### config.mk
export PLATFORM = sky130hd
export DESIGN_NAME = upower_decode_stage
export DESIGN_NICKNAME = d
export VERILOG_FILES = /design/src/rtl/upower_pkg.sv /design/src/rtl/upower_instr_fifo.sv /design/src/rtl/upower_decode_stage.sv
export SDC_FILE = /design/constraint.sdc
export NUM_CORES = 1
export LEC_CHECK = 0
export CAP_MARGIN = 20
export CORE_AREA = 2 2 176 178
export CTS_CLUSTER_SIZE = 40
export DETAILED_ROUTE_END_ITERATION = 6
export DIE_AREA = 0 0 178 180
export PLACE_DENSITY = 0.86
export SLEW_MARGIN = 20
export SYNTH_ARGS = -nofsm -noshare
export SYNTH_HDL_FRONTEND = slang
export SYNTH_SLANG_ARGS = --single-unit
### constraint.sdc
create_clock -name clk -period 4.25 [get_ports clk]
set_input_delay 0.85 -clock clk [delete_from_list [all_inputs] [get_ports clk]]
set_output_delay 0.85 -clock clk [all_outputs]
set_load 0.01 [all_outputs]
### src/rtl/upower_pkg.sv
// Shared decode definitions for the uPower decode/issue stage.
// Holds the instruction format encodings, the opcode constants that drive
// format classification, the XO sub-opcodes and the store opcode set.
package upower_pkg;

  typedef enum logic [2:0] {
    FMT_XO  = 3'd0,
    FMT_X   = 3'd1,
    FMT_D   = 3'd2,
    FMT_DS  = 3'd3,
    FMT_B   = 3'd4,
    FMT_I   = 3'd5,
    FMT_ILL = 3'd7
  } fmt_e;

  localparam logic [5:0] OP_XFORM = 6'd31;
  localparam logic [5:0] OP_B     = 6'd19;
  localparam logic [5:0] OP_I     = 6'd18;
  localparam logic [5:0] OP_DS_LD = 6'd58;
  localparam logic [5:0] OP_DS_ST = 6'd62;

  localparam logic [8:0] XO_ADD  = 9'd266;
  localparam logic [8:0] XO_SUBF = 9'd40;

  function automatic logic is_d_op(input logic [5:0] op);
    logic r;
    case (op)
      6'd14, 6'd15, 6'd24, 6'd26, 6'd28, 6'd32, 6'd34,
      6'd36, 6'd37, 6'd38, 6'd40, 6'd42, 6'd44: r = 1'b1;
      default: r = 1'b0;
    endcase
    return r;
  endfunction

  function automatic logic is_store(input logic [5:0] op);
    logic r;
    case (op)
      6'd36, 6'd37, 6'd38, 6'd44, OP_DS_ST: r = 1'b1;
      default: r = 1'b0;
    endcase
    return r;
  endfunction

  function automatic fmt_e classify(input logic [5:0] op, input logic [8:0] xoxo);
    fmt_e f;
    f = FMT_ILL;
    if (op == OP_XFORM)
      f = (xoxo == XO_ADD || xoxo == XO_SUBF) ? FMT_XO : FMT_X;
    else if (is_d_op(op))
      f = FMT_D;
    else if (op == OP_DS_LD || op == OP_DS_ST)
      f = FMT_DS;
    else if (op == OP_B)
      f = FMT_B;
    else if (op == OP_I)
      f = FMT_I;
    return f;
  endfunction

endpackage

### src/rtl/upower_instr_fifo.sv
// Instruction word FIFO, DEPTH entries (power of 2).
// Ports: clk, rst_n (async active-low), flush (clears pointers/count),
//        push/wr_data, pop/rd_data (head word, valid when !empty), full, empty.
module upower_instr_fifo #(
  parameter int DEPTH = 4,
  parameter int WIDTH = 32
) (
  input  logic             clk,
  input  logic             rst_n,
  input  logic             flush,
  input  logic             push,
  input  logic [WIDTH-1:0] wr_data,
  input  logic             pop,
  output logic [WIDTH-1:0] rd_data,
  output logic             full,
  output logic             empty
);

  localparam int AW = $clog2(DEPTH);

  logic [WIDTH-1:0] mem [DEPTH];
  logic [AW-1:0]    wr_ptr, rd_ptr;
  logic [AW:0]      count;

  assign rd_data = mem[rd_ptr];
  assign full    = (count == (AW+1)'(DEPTH));
  assign empty   = (count == '0);

  // Storage has no reset; only entries covered by count are ever read out.
  always_ff @(posedge clk) begin
    if (push)
      mem[wr_ptr] <= wr_data;
  end

  always_ff @(posedge clk or negedge rst_n) begin
    if (!rst_n) begin
      wr_ptr <= '0;
      rd_ptr <= '0;
      count  <= '0;
    end else if (flush) begin
      wr_ptr <= '0;
      rd_ptr <= '0;
      count  <= '0;
    end else begin
      // Pointers wrap naturally because DEPTH is a power of 2.
      if (push)
        wr_ptr <= wr_ptr + AW'(1);
      if (pop)
        rd_ptr <= rd_ptr + AW'(1);
      case ({push, pop})
        2'b10:   count <= count + (AW+1)'(1);
        2'b01:   count <= count - (AW+1)'(1);
        default: count <= count;
      endcase
    end
  end

endmodule

### src/rtl/upower_decode_stage.sv
// Decode/issue stage feeding the 64-bit uPower ALU.
// Buffers fetched words, decodes the FIFO head combinationally (fields,
// format, register read addresses, forwarded operands, destination) and
// loads the result into an output register handed to the ALU by valid/ready.
// Ports: fetch side in_valid/in_instr/in_ready; flush; register file
//        rf_addr_a/b -> rf_data_a/b; writeback wb_en/wb_addr/wb_data;
//        ALU side out_valid/out_ready plus the decoded out_* fields.
module upower_decode_stage
  import upower_pkg::*;
#(
  parameter int DEPTH = 4,
  parameter int XLEN  = 64
) (
  input  logic            clk,
  input  logic            rst_n,
  input  logic            in_valid,
  input  logic [31:0]     in_instr,
  output logic            in_ready,
  input  logic            flush,
  output logic [4:0]      rf_addr_a,
  output logic [4:0]      rf_addr_b,
  input  logic [XLEN-1:0] rf_data_a,
  input  logic [XLEN-1:0] rf_data_b,
  input  logic            wb_en,
  input  logic [4:0]      wb_addr,
  input  logic [XLEN-1:0] wb_data,
  output logic            out_valid,
  input  logic            out_ready,
  output logic [5:0]      out_opcode,
  output logic [4:0]      out_rs,
  output logic [4:0]      out_ra,
  output logic [4:0]      out_rb,
  output logic [15:0]     out_si,
  output logic [13:0]     out_ds,
  output logic [1:0]      out_xods,
  output logic [9:0]      out_xox,
  output logic [8:0]      out_xoxo,
  output logic            out_aa,
  output logic [2:0]      out_fmt,
  output logic [XLEN-1:0] out_op_a,
  output logic [XLEN-1:0] out_op_b,
  output logic [4:0]      out_dest,
  output logic            out_wr_en,
  output logic            out_illegal
);

  logic [31:0] head;
  logic        fifo_full, fifo_empty;
  logic        push, pop;

  // A flush empties the FIFO this cycle, so fetch never sees backpressure
  // during a redirect even though the word offered alongside it is dropped.
  assign in_ready = !fifo_full || flush;
  assign push     = in_valid && in_ready && !flush;
  assign pop      = !fifo_empty && (!out_valid || out_ready) && !flush;

  upower_instr_fifo #(.DEPTH(DEPTH), .WIDTH(32)) u_fifo (
    .clk     (clk),
    .rst_n   (rst_n),
    .flush   (flush),
    .push    (push),
    .wr_data (in_instr),
    .pop     (pop),
    .rd_data (head),
    .full    (fifo_full),
    .empty   (fifo_empty)
  );

  logic [5:0]      h_op;
  logic [4:0]      h_rs, h_ra, h_rb;
  fmt_e            h_fmt;
  logic [XLEN-1:0] h_op_a, h_op_b;
  logic [4:0]      h_dest;
  logic            h_wr_en;

  assign h_op = head[31:26];
  assign h_rs = head[25:21];
  assign h_ra = head[20:16];
  assign h_rb = head[15:11];

  always_comb h_fmt = classify(h_op, head[9:1]);

  assign rf_addr_a = h_ra;
  assign rf_addr_b = (h_fmt == FMT_XO || h_fmt == FMT_X) ? h_rb : h_rs;

  // Writeback forwarding covers the write landing in the same cycle the
  // register file is read; register 0 gets no special treatment.
  always_comb begin
    h_op_a = (wb_en && wb_addr == rf_addr_a) ? wb_data : rf_data_a;
    h_op_b = (wb_en && wb_addr == rf_addr_b) ? wb_data : rf_data_b;
    if (h_fmt == FMT_I) begin
      h_op_a = '0;
      h_op_b = '0;
    end
  end

  always_comb begin
    h_dest  = '0;
    h_wr_en = 1'b0;
    case (h_fmt)
      FMT_XO: begin
        h_dest  = h_rs;
        h_wr_en = 1'b1;
      end
      FMT_X: begin
        h_dest  = h_ra;
        h_wr_en = 1'b1;
      end
      FMT_D, FMT_DS: begin
        h_dest  = h_rs;
        h_wr_en = !is_store(h_op);
      end
      default: begin
        h_dest  = '0;
        h_wr_en = 1'b0;
      end
    endcase
  end

  always_ff @(posedge clk or negedge rst_n) begin
    if (!rst_n) begin
      out_valid   <= 1'b0;
      out_opcode  <= '0;
      out_rs      <= '0;
      out_ra      <= '0;
      out_rb      <= '0;
      out_si      <= '0;
      out_ds      <= '0;
      out_xods    <= '0;
      out_xox     <= '0;
      out_xoxo    <= '0;
      out_aa      <= 1'b0;
      out_fmt     <= '0;
      out_op_a    <= '0;
      out_op_b    <= '0;
      out_dest    <= '0;
      out_wr_en   <= 1'b0;
      out_illegal <= 1'b0;
    end else if (flush) begin
      out_valid <= 1'b0;
    end else if (pop) begin
      out_valid   <= 1'b1;
      out_opcode  <= h_op;
      out_rs      <= h_rs;
      out_ra      <= h_ra;
      out_rb      <= h_rb;
      out_si      <= head[15:0];
      out_ds      <= head[15:2];
      out_xods    <= head[1:0];
      out_xox     <= head[10:1];
      out_xoxo    <= head[9:1];
      out_aa      <= head[1];
      out_fmt     <= h_fmt;
      out_op_a    <= h_op_a;
      out_op_b    <= h_op_b;
      out_dest    <= h_dest;
      out_wr_en   <= h_wr_en;
      out_illegal <= (h_fmt == FMT_ILL);
    end else if (out_ready) begin
      out_valid <= 1'b0;
    end
  end

endmodule

==> flow_summary_export.csv, run 1 <==
group,metric,value,unit
run_status,status,"finished clean",
synthesis,ys_warn_count,0,
place,gp_congestion,0.898,
global_routing,track_usage,28.2,%
job,maxCapViolations,0,
clock_network,cts.clk_slew.worst_paths,70,ps
critical_path,reg2reg_from,"u_fifo.rd_ptr[0]$_DFFE_PN0P_",
layout,mostFrequentLayoutCell,"clkdlybuf4s50_1",
clock_network,htree_levels,1,
floorplan,rows,64,
synthesis,async_flop_share,58.2,%
timing,hold_viol,0,
critical_path,rr_worst_depth,8,
timing,finalSetupViolCount,0,
synthesis,synth_xor_area_share,0.940,%
synthesis,synth_nets,1415,
clock_network,cts_setup_buffers,0,
critical_path,cpPeakStageDelay,660,ps
synthesis,synth_compound_area_share,9.01,%
timing,max_slew.worst_pin.slew,845,ps
critical_path,worst_path_most_repeated_cell,"nand2_1",
critical_path,worstPathRequired,3400,ps
critical_path,cp-end-kind,"output pin",
timing,maxSlewViolCount,0,
timing,layout_setup_ws,202,ps
global_routing,grt_antenna_before_repair,9,
timing,period_share,95.3,%
place,post-place-ws,543,ps
synthesis,syn-cell-area,14000,µm²
timing,rsz0062_at_grt,"false",
critical_path,crit_cells,6,
synthesis,ys.flop_type,"dfrtp_1",
pwr,p_leak,7.64,nW
global_routing,grt_pass1_vias,11600,
critical_path,startpoint_type,"register",
place,io_buffers,457,
floorplan,initial_core_util,46.3,%
routing,wl_per_cell,23.4,µm
synthesis,avgSynthCellArea,11.9,µm²
timing,hold_ws,334,ps
floorplan,io_pins,458,
timing,maxSlewHeadroom,43.7,%
synthesis,ys_types,49,
critical_path,worstPathArrival,3200,ps
place,dp_cells,1914,
global_routing,grt.overflow.total,0,
timing,fmax,247,MHz
place,dp_hpwl,31.8,mm
routing,vias_per_cell,5.84,
synthesis,synth-seq-area-share,59.4,%
critical_path,crit_fanout,11,
layout,instances_no_fill,1980,
layout,areaGrowthSynthToFinish,40.7,%
synthesis,synth_simple_gate_area_share,14.4,%
synthesis,synth_edf_count,128,
critical_path,cp_num_buf_inv,1,
routing,wl,46.3,mm
global_routing,grt_pass1_wl,69.8,mm
critical_path,path_class,"register to output pin",
clock_network,clk_latency,560,ps
synthesis,synth_seq_cells,306,
routing,dr.pass1.iters,5,
clock_network,clockRootBuffer,"clkbuf_16",
floorplan,core_area,30200,µm²
timing,skew,12.3,ps
layout,drive_above_1_share,7.99,%
routing,drc_errors,0,
clock_network,cts_buffers,31,
synthesis,synthMuxAreaShare,9.92,%
layout,layout.nets,1791,
clock_network,cts_max_path_buffers,3,
critical_path,cp_slowest_cell,"mux4_2",
floorplan,die_w,178,µm
global_routing,grt_start_max_net_pins,164,
layout,final_cell_mix,"clkdlybuf4s50_1 (456), nand2_1 (178), dfrtp_1 (177)",
critical_path,rrSetupSlack,530,ps
synthesis,synth_top_family_by_area,"simple AND/OR/NAND/NOR gates",
clock_network,clock-sinks,306,
routing,drtIter0Drc,1323,
floorplan,die_area,32000,µm²
clock_network,ctsHoldBuffers,0,
min_path,holdCritPathClass,"input pin to asynchronous set/reset pin",
pwr,p_per_area,667,nW/µm²
floorplan,fp.dieH,180,µm
clock_network,postCtsResizedCells,0,
layout,final_util,65.1,%
synthesis,synthCells,1175,
synthesis,synth_fa_ha_area_share,0.501,%
critical_path,r2r-end,"out_op_b[30]$_DFFE_PN0P_",
timing,tns,0,ps
critical_path,path_cells,"mux4_2 > nand4b_1 > nor2_4 > nand2_1 > nand2_1 > clkdlybuf4s50_1",
routing,vias,11600,
timing,fin_crit,4050,ps
pwr,peakVddDrop,0.531,mV
clock_network,cts_tree,"done",
routing,final_antenna_net_count,0,
critical_path,crit_family,"simple AND/OR/NAND/NOR gates",
-- through the flow --
stage	power, mW	instance area, µm²
floorplan	7.39	14000
global placement	10.1	18600
detailed placement	10.3	18600
CTS	13.2	19600
global route	13.8	19700
finish	13.1	19700
-- cell families after synthesis --
kind of cell               count (synthesis)
muxes                                     98
DFF                                      306
AOI/OAI and AO/OA                        176
and+or+nand+nor                          424
xor gates and xnor gates                  15
buffers and inverters                    151
adders and majority gates                  5
-- final cells by class --
cell class	instances	area (µm²)
diodes	8	20.0
clock buffers	34	787
clock inverters	24	263
fillers	2140	10500
inverters	10	37.5
multi-input cells	718	4900
flip-flops and latches	306	8300
well taps	396	495
repair buffers	484	4860
-- worst register-to-register path, cell delays in order, from the launching register on --
cell and delay, ps:
dfrtp_2 520, buf_4 510, mux4_2 630, or2_2 300
a221oi_1 470, nor2_4 70, or2_2 300, buf_4 320
a221o_1 470
-- registers in the layout, indices dropped and copies added (netlist names), 5 cells and up --
signal	cells
u_fifo.mem	128
out_op_a	64
out_op_b	64
out_si	11
out_opcode	6
out_dest	5
out_ra	5
out_rb	5
out_rs	5
-- Yosys cell counts (8+ instances only) --
cell type  number  area [µm²]
buf_1           8        30.0
dfrtp_1       178        4450
nand3_1        68         340
nor2_1         18        67.6
buf_4          51         383
nor3_1         66         330
clkbuf_1       65         244
edfxtp_1      128        3840
and3_1         65         407
o21ai_0        80         400
a21oi_1        12        60.1
xnor2_1         8        70.1
inv_1          10        37.5
nand2_1       179         672
mux4_2         32         721
a221o_1        64         641
mux2i_1        65         651
buf_2          10        50.1
-- worst max-delay path by stage --
stage          slack, ps                  endpoint                          from
4_1_cts              130              rf_addr_b[0]  u_fifo.rd_ptr[0]$_DFFE_PN0P_
3_5_place_dp         540  out_op_b[57]$_DFFE_PN0P_  u_fifo.rd_ptr[0]$_DFFE_PN0P_
2_1_floorplan       1190   out_op_b[0]$_DFFE_PN0P_  u_fifo.rd_ptr[1]$_DFFE_PN0P_
5_1_grt               70              rf_addr_b[0]  u_fifo.rd_ptr[0]$_DFFE_PN0P_
3_3_place_gp         620  out_op_b[38]$_DFFE_PN0P_  u_fifo.rd_ptr[0]$_DFFE_PN0P_
6_report             200              rf_addr_b[0]  u_fifo.rd_ptr[0]$_DFFE_PN0P_
-- per-layer routing --
| metal | up-vias | share of wire [%] | global-route usage, % |
|---|---|---|---|
| met1 | 5705 | 37 | 36.7 |
| met5 | - | 0.028 | 0 |
| met2 | 680 | 48 | 46.2 |
| met3 | 134 | 10 | 6.32 |
| li1 | 5052 | - | - |
| met4 | 2 | 4.2 | 10.6 |
-- where the power goes --
group / internal [mW] / leakage [nW] / switching, mW
Clock: 1.64 / 0.511 / 1.17
Combinational: 2.95 / 3.75 / 2.82
Sequential: 3.95 / 3.38 / 0.587
Note: power is estimated with default switching activity, not from simulation.
==> run 2, diff against run 1 <==
--- a/config.mk
+++ b/config.mk
@@ -6,7 +6,6 @@
 export NUM_CORES = 1
 export LEC_CHECK = 0
-export CAP_MARGIN = 20
+export CAP_MARGIN = 5
 export CORE_AREA = 2 2 176 178
-export CTS_CLUSTER_SIZE = 40
 export DETAILED_ROUTE_END_ITERATION = 6
 export DIE_AREA = 0 0 178 180
==> constraint.sdc (replaced) <==
create_clock -name clk -period 4.25 [get_ports clk]
set_input_delay 0.6375 -clock clk [delete_from_list [all_inputs] [get_ports clk]]
set_output_delay 0.6375 -clock clk [all_outputs]
set_load 0.01 [all_outputs]
==> run 2 against run 1 <==
Against the previous run: via count shrank 0.56%; worst setup slack gained 300 ps; cell area grew 0.15%; worst hold slack lost 160 ps; non-clock buffer count shrank 5; clock skew grew 17 ps; first-iteration DRC count grew 3.3%; global-route usage shrank 0.15 points; routed wire length shrank 1.4%; die area is the same; critical path type unchanged; power grew 0.86%; cell count grew 0.10%.
==> flow_summary_export.csv, run 2 (same netlist as run 1, synthesis figures left out) <==
group,metric,value,unit
run_status,status,"finished clean",
timing,fin_crit,3750,ps
timing,finalSetupViolCount,0,
layout,largest_reg_flops,128,
floorplan,die_w,178,µm
routing,dr.pass1.iters,6,
floorplan,io_pins,458,
global_routing,grt_start_max_net_pins,164,
job,maxCapViolations,0,
layout,mostFrequentLayoutCell,"clkdlybuf4s50_1",
place,post-place-ws,638,ps
routing,final_antenna_net_count,0,
critical_path,crit_fanout,11,
timing,maxSlewViolCount,0,
clock_network,htree_levels,2,
critical_path,worstPathArrival,3110,ps
layout,largestRegisters,"u_fifo.mem (128), out_op_a (64), out_op_b (64)",
timing,hold_viol,0,
timing,tns,0,ps
place,io_buffers,457,
critical_path,crit_cells,7,
critical_path,rr_worst_depth,8,
floorplan,die_area,32000,µm²
routing,wl_per_cell,23.0,µm
timing,layout_setup_ws,504,ps
routing,drc_errors,0,
global_routing,grt.overflow.total,0,
timing,max_slew.worst_pin.slew,899,ps
clock_network,clock-sinks,306,
critical_path,cpPeakStageDelay,650,ps
global_routing,track_usage,28.1,%
layout,final_area,19700,µm²
critical_path,cp_slowest_cell,"mux4_2",
floorplan,core_area,30200,µm²
clock_network,clk_latency,520,ps
clock_network,cts.clk_slew.worst_paths,60,ps
critical_path,worstPathRequired,3610,ps
clock_network,ctsHoldBuffers,0,
global_routing,grt_antenna_before_repair,11,
critical_path,path_class,"register to output pin",
clock_network,clockRootBuffer,"clkbuf_16",
critical_path,rrSetupSlack,630,ps
clock_network,postCtsResizedCells,0,
layout,fillCellCount,2195,
floorplan,rows,64,
critical_path,crit_family,"buffers and inverters",
clock_network,cts_buffers,34,
layout,areaGrowthSynthToFinish,40.9,%
critical_path,cp_num_buf_inv,2,
place,dpl_cell_area,18500,µm²
routing,vias,11500,
critical_path,cp-end-kind,"output pin",
layout,largest_register,"u_fifo.mem",
critical_path,worst_path_most_repeated_cell,"nand2_1",
clock_network,cts_setup_buffers,0,
place,dp_hpwl,31.1,mm
critical_path,path_cells,"mux4_2 > nand4b_1 > nor2_2 > buf_4 > nand2_1 > nand2_1 > clkdlybuf4s50_1",
pwr,peakVddDrop,0.506,mV
timing,fmax,267,MHz
pwr,p_leak,7.66,nW
global_routing,grt_pass1_vias,11500,
place,gp_congestion,0.896,
routing,vias_per_cell,5.81,
clock_network,cts_max_path_buffers,3,
timing,skew,29.3,ps
routing,wl,45.7,mm
critical_path,startpoint_type,"register",
routing,drtIter0Drc,1367,
timing,period_share,88.1,%
floorplan,fp.dieH,180,µm
pwr,p_per_area,672,nW/µm²
layout,drive_above_1_share,7.81,%
global_routing,grt_pass1_wl,69.2,mm
floorplan,initial_core_util,46.3,%
timing,rsz0062_at_grt,"false",
clock_network,cts_tree,"done",
timing,maxSlewHeadroom,40.1,%
layout,final_cell_mix,"clkdlybuf4s50_1 (456), nand2_1 (178), dfrtp_1 (177)",
min_path,holdCritPathClass,"input pin to asynchronous set/reset pin",
layout,layout.nets,1789,
==> run 2: cell count changes in the layout (fill, tap and decap cells not counted), moves of 2 or more <==
| cell | previous run | this run |
|---|---|---|
| clkinv_4 | 3 | 1 |
| clkbuf_16 | 31 | 34 |
| clkbuf_8 | 1 | 5 |
| clkinvlp_4 | 3 | 1 |
| clkinv_2 | 8 | 6 |
| diode_2 | 8 | 11 |
| clkinv_1 | 4 | 1 |
| buf_12 | 6 | 4 |
| clkbuf_1 | 3 | 8 |
| buf_4 | 21 | 18 |
==> run 2: path summary, 6_finish.rpt <==
path,from,end
worst max-delay path,u_fifo.rd_ptr[0]$_DFFE_PN0P_,rf_addr_b[4]
worst min-delay path,rst_n,out_op_a[62]$_DFFE_PN0P_
worst max register to register,u_fifo.rd_ptr[0]$_DFFE_PN0P_,out_op_b[30]$_DFFE_PN0P_
worst min register to register,out_opcode[2]$_DFFE_PN0P_,out_opcode[2]$_DFFE_PN0P_
max in group asynchronous,rst_n,out_op_a[9]$_DFFE_PN0P_
min in group clk,out_opcode[2]$_DFFE_PN0P_,out_opcode[2]$_DFFE_PN0P_
==> run 2: where the power goes <==
| group | leakage (nW) | internal [mW] | switching [mW] |
|---|---|---|---|
| Sequential | 3.38 | 3.95 | 0.580 |
| Clock | 0.559 | 1.80 | 1.20 |
| Combinational | 3.72 | 2.92 | 2.78 |
| Total | 7.66 | 8.67 | 4.56 |
==> run 2: metrics by stage <==
stage	instances	power (mW)	hold slack, ps	utilization [%]
floorplan	1175	7.39	342	-
global placement	1909	10.0	458	61.4
detailed placement	1909	10.2	462	61.4
CTS	1971	13.3	256	65.1
global route	1980	13.9	265	65.2
finish	1982	13.2	169	65.2
==> run 2: metal layers <==
layer	track usage (%)	share of wire (%)	up-vias
met1	36.7	38	5664
met3	6.92	10	117
met4	11.7	3.8	2
met5	0	0.028	-
li1	-	-	5044
met2	44.6	48	681
==> run 2: worst register-to-register path: stages, from the launching register on <==
cell and delay (ps):
dfrtp_2 540, mux4_2 650, and4b_1 330, nand2_2 130, mux2_4 330, a2111o_2 490, or2_2 280, buf_4 350
a221o_1 420
==> run 2: final cells by class <==
cell class / instances / area [µm²] / area share [%]
antenna: 11 / 27.5 / 0.140
clock buffer: 46 / 936 / 4.75
clock inverter: 16 / 204 / 1.04
inverter: 10 / 37.5 / 0.191
multi-input combinational: 718 / 4900 / 24.9
sequential: 306 / 8300 / 42.2
tap: 396 / 495 / 2.52
timing repair buffer: 479 / 4790 / 24.3
==> run 3, diff against run 2 <==
==> constraint.sdc (replaced) <==
create_clock -name clk -period 4.25 [get_ports clk]
set_input_delay 0.85 -clock clk [delete_from_list [all_inputs] [get_ports clk]]
set_output_delay 0.85 -clock clk [all_outputs]
set_load 0.01 [all_outputs]
==> run 3 against run 2 <==
Against the previous run: largest cell class unchanged; power decreased by 1.8%; cell area decreased by 0.37%; clock power decreased by 10%; highest routed layer unchanged; combinational power increased by 1%; first-iteration DRC count decreased by 3.4%; cell count decreased by 0.20%.
==> flow_summary_export.csv, run 3 (same netlist as run 1, synthesis figures left out) <==
group,metric,value,unit
pwr,peakVddDrop,0.482,mV
routing,drc_errors,0,
timing,max_slew.worst_pin.slew,822,ps
routing,wl,46.1,mm
routing,final_antenna_net_count,0,
floorplan,die_area,32000,µm²
place,dpl_cell_area,18600,µm²
layout,drive_above_1_share,8.00,%
routing,drtIter0Drc,1321,
routing,wl_per_cell,23.3,µm
floorplan,io_pins,458,
clock_network,ctsHoldBuffers,0,
floorplan,fp.dieH,180,µm
critical_path,cp-end-kind,"output pin",
timing,skew,13.1,ps
floorplan,rows,64,
global_routing,grt.overflow.total,0,
global_routing,grt_antenna_before_repair,9,
critical_path,startpoint_type,"register",
floorplan,die_w,178,µm
timing,hold_viol,0,
timing,maxSlewHeadroom,45.2,%
clock_network,clk_latency,570,ps
clock_network,cts.clk_slew.worst_paths,60,ps
routing,vias_per_cell,5.88,
place,gp_congestion,0.898,
timing,fmax,247,MHz
clock_network,cts_buffers,31,
timing,period_share,95.4,%
timing,finalSetupViolCount,0,
run_status,status,"finished clean",
clock_network,clock-sinks,306,
pwr,p_per_area,663,nW/µm²
layout,mostFrequentLayoutCell,"clkdlybuf4s50_1",
routing,dr.pass1.iters,7,
critical_path,crit_fanout,11,
timing,rsz0062_at_grt,"false",
timing,maxSlewViolCount,0,
layout,largest_register,"u_fifo.mem",
min_path,holdCritPathClass,"input pin to asynchronous set/reset pin",
pwr,power.total,13.0,mW
timing,tns,0,ps
global_routing,grt_start_max_net_pins,164,
place,dp_hpwl,31.8,mm
global_routing,grt_pass1_vias,11600,
critical_path,path_class,"register to output pin",
clock_network,cts_setup_buffers,0,
layout,final_area,19600,µm²
layout,fillCellCount,2169,
routing,vias,11600,
floorplan,initial_core_util,46.3,%
clock_network,clockRootBuffer,"clkbuf_16",
pwr,p_leak,7.63,nW
layout,areaGrowthSynthToFinish,40.4,%
layout,largest_reg_flops,128,
clock_network,postCtsResizedCells,0,
global_routing,track_usage,28.0,%
layout,final_cell_mix,"clkdlybuf4s50_1 (456), nand2_1 (178), dfrtp_1 (177)",
timing,fin_crit,4050,ps
layout,layout.nets,1791,
clock_network,cts_max_path_buffers,3,
critical_path,worstPathRequired,3400,ps
clock_network,htree_levels,1,
layout,largestRegisters,"u_fifo.mem (128), out_op_a (64), out_op_b (64)",
job,maxCapViolations,0,
critical_path,worstPathArrival,3200,ps
global_routing,grt_pass1_wl,69.2,mm
floorplan,core_area,30200,µm²
clock_network,cts_tree,"done",
place,io_buffers,457,
==> run 3: cell type report <==
class / instances / area (µm²) / area share [%]
inverters: 10 / 37.5 / 0.191
clock inverters: 19 / 168 / 0.855
flip-flops and latches: 306 / 8300 / 42.3
clock buffers: 38 / 842 / 4.29
multi-input cells: 718 / 4900 / 25.0
diodes: 7 / 17.5 / 0.0893
well taps: 396 / 495 / 2.53
repair buffers: 484 / 4860 / 24.8
==> run 3: worst max-delay path, stage by stage (launching register included) <==
cell and delay, ps:
dfrtp_2 510, mux4_2 650, nand4b_1 390, nor2_4 310
nand2_1 90, nand2_1 110, clkdlybuf4s50_1 580
==> run 3: path summary, 6_finish.rpt <==
| path | startpoint | endpoint | slack (ps) | cells past startpoint |
|---|---|---|---|---|
| min | rst_n | out_op_a[62]$_DFFE_PN0P_ | 340 | 1 |
| max reg2reg | u_fifo.rd_ptr[0]$_DFFE_PN0P_ | out_op_b[35]$_DFFE_PN0P_ | 530 | 8 |
| max in group asynchronous | rst_n | out_op_b[5]$_DFFE_PN0P_ | 2970 | 2 |
| max | u_fifo.rd_ptr[0]$_DFFE_PN0P_ | rf_addr_b[0] | 200 | 6 |
| min reg2reg | out_op_a[39]$_DFFE_PN0P_ | out_op_a[39]$_DFFE_PN0P_ | 480 | 2 |
| min in group clk | out_op_a[39]$_DFFE_PN0P_ | out_op_a[39]$_DFFE_PN0P_ | 480 | 2 |
==> run 3: per-stage QoR <==
stage / hold slack [ps] / util [%] / worst slack, ps / instances
after floorplan: 514 / - / 1190 / 1175
after global placement: 461 / 61.6 / 618 / 1914
after detailed placement: 462 / 61.6 / 543 / 1914
after CTS: 383 / 64.9 / 147 / 1971
after global routing: 416 / 65.0 / 87.1 / 1977
final: 343 / 65.0 / 196 / 1978
==> run 3: where the power goes <==
group | internal, mW | switching (mW)
Clock | 1.53 | 1.17
Sequential | 3.95 | 0.580
Combinational | 2.95 | 2.82
Total | 8.43 | 4.57
==> run 3: layer usage <==
metal  GRT usage, %  vias to the layer above  routed length [µm]
met5              0                        -                  13
met4           11.4                        2                2300
met3           6.03                      146                4420
met2           45.8                      705               22200
met1           36.2                     5754               17200
li1               -                     5030                   -
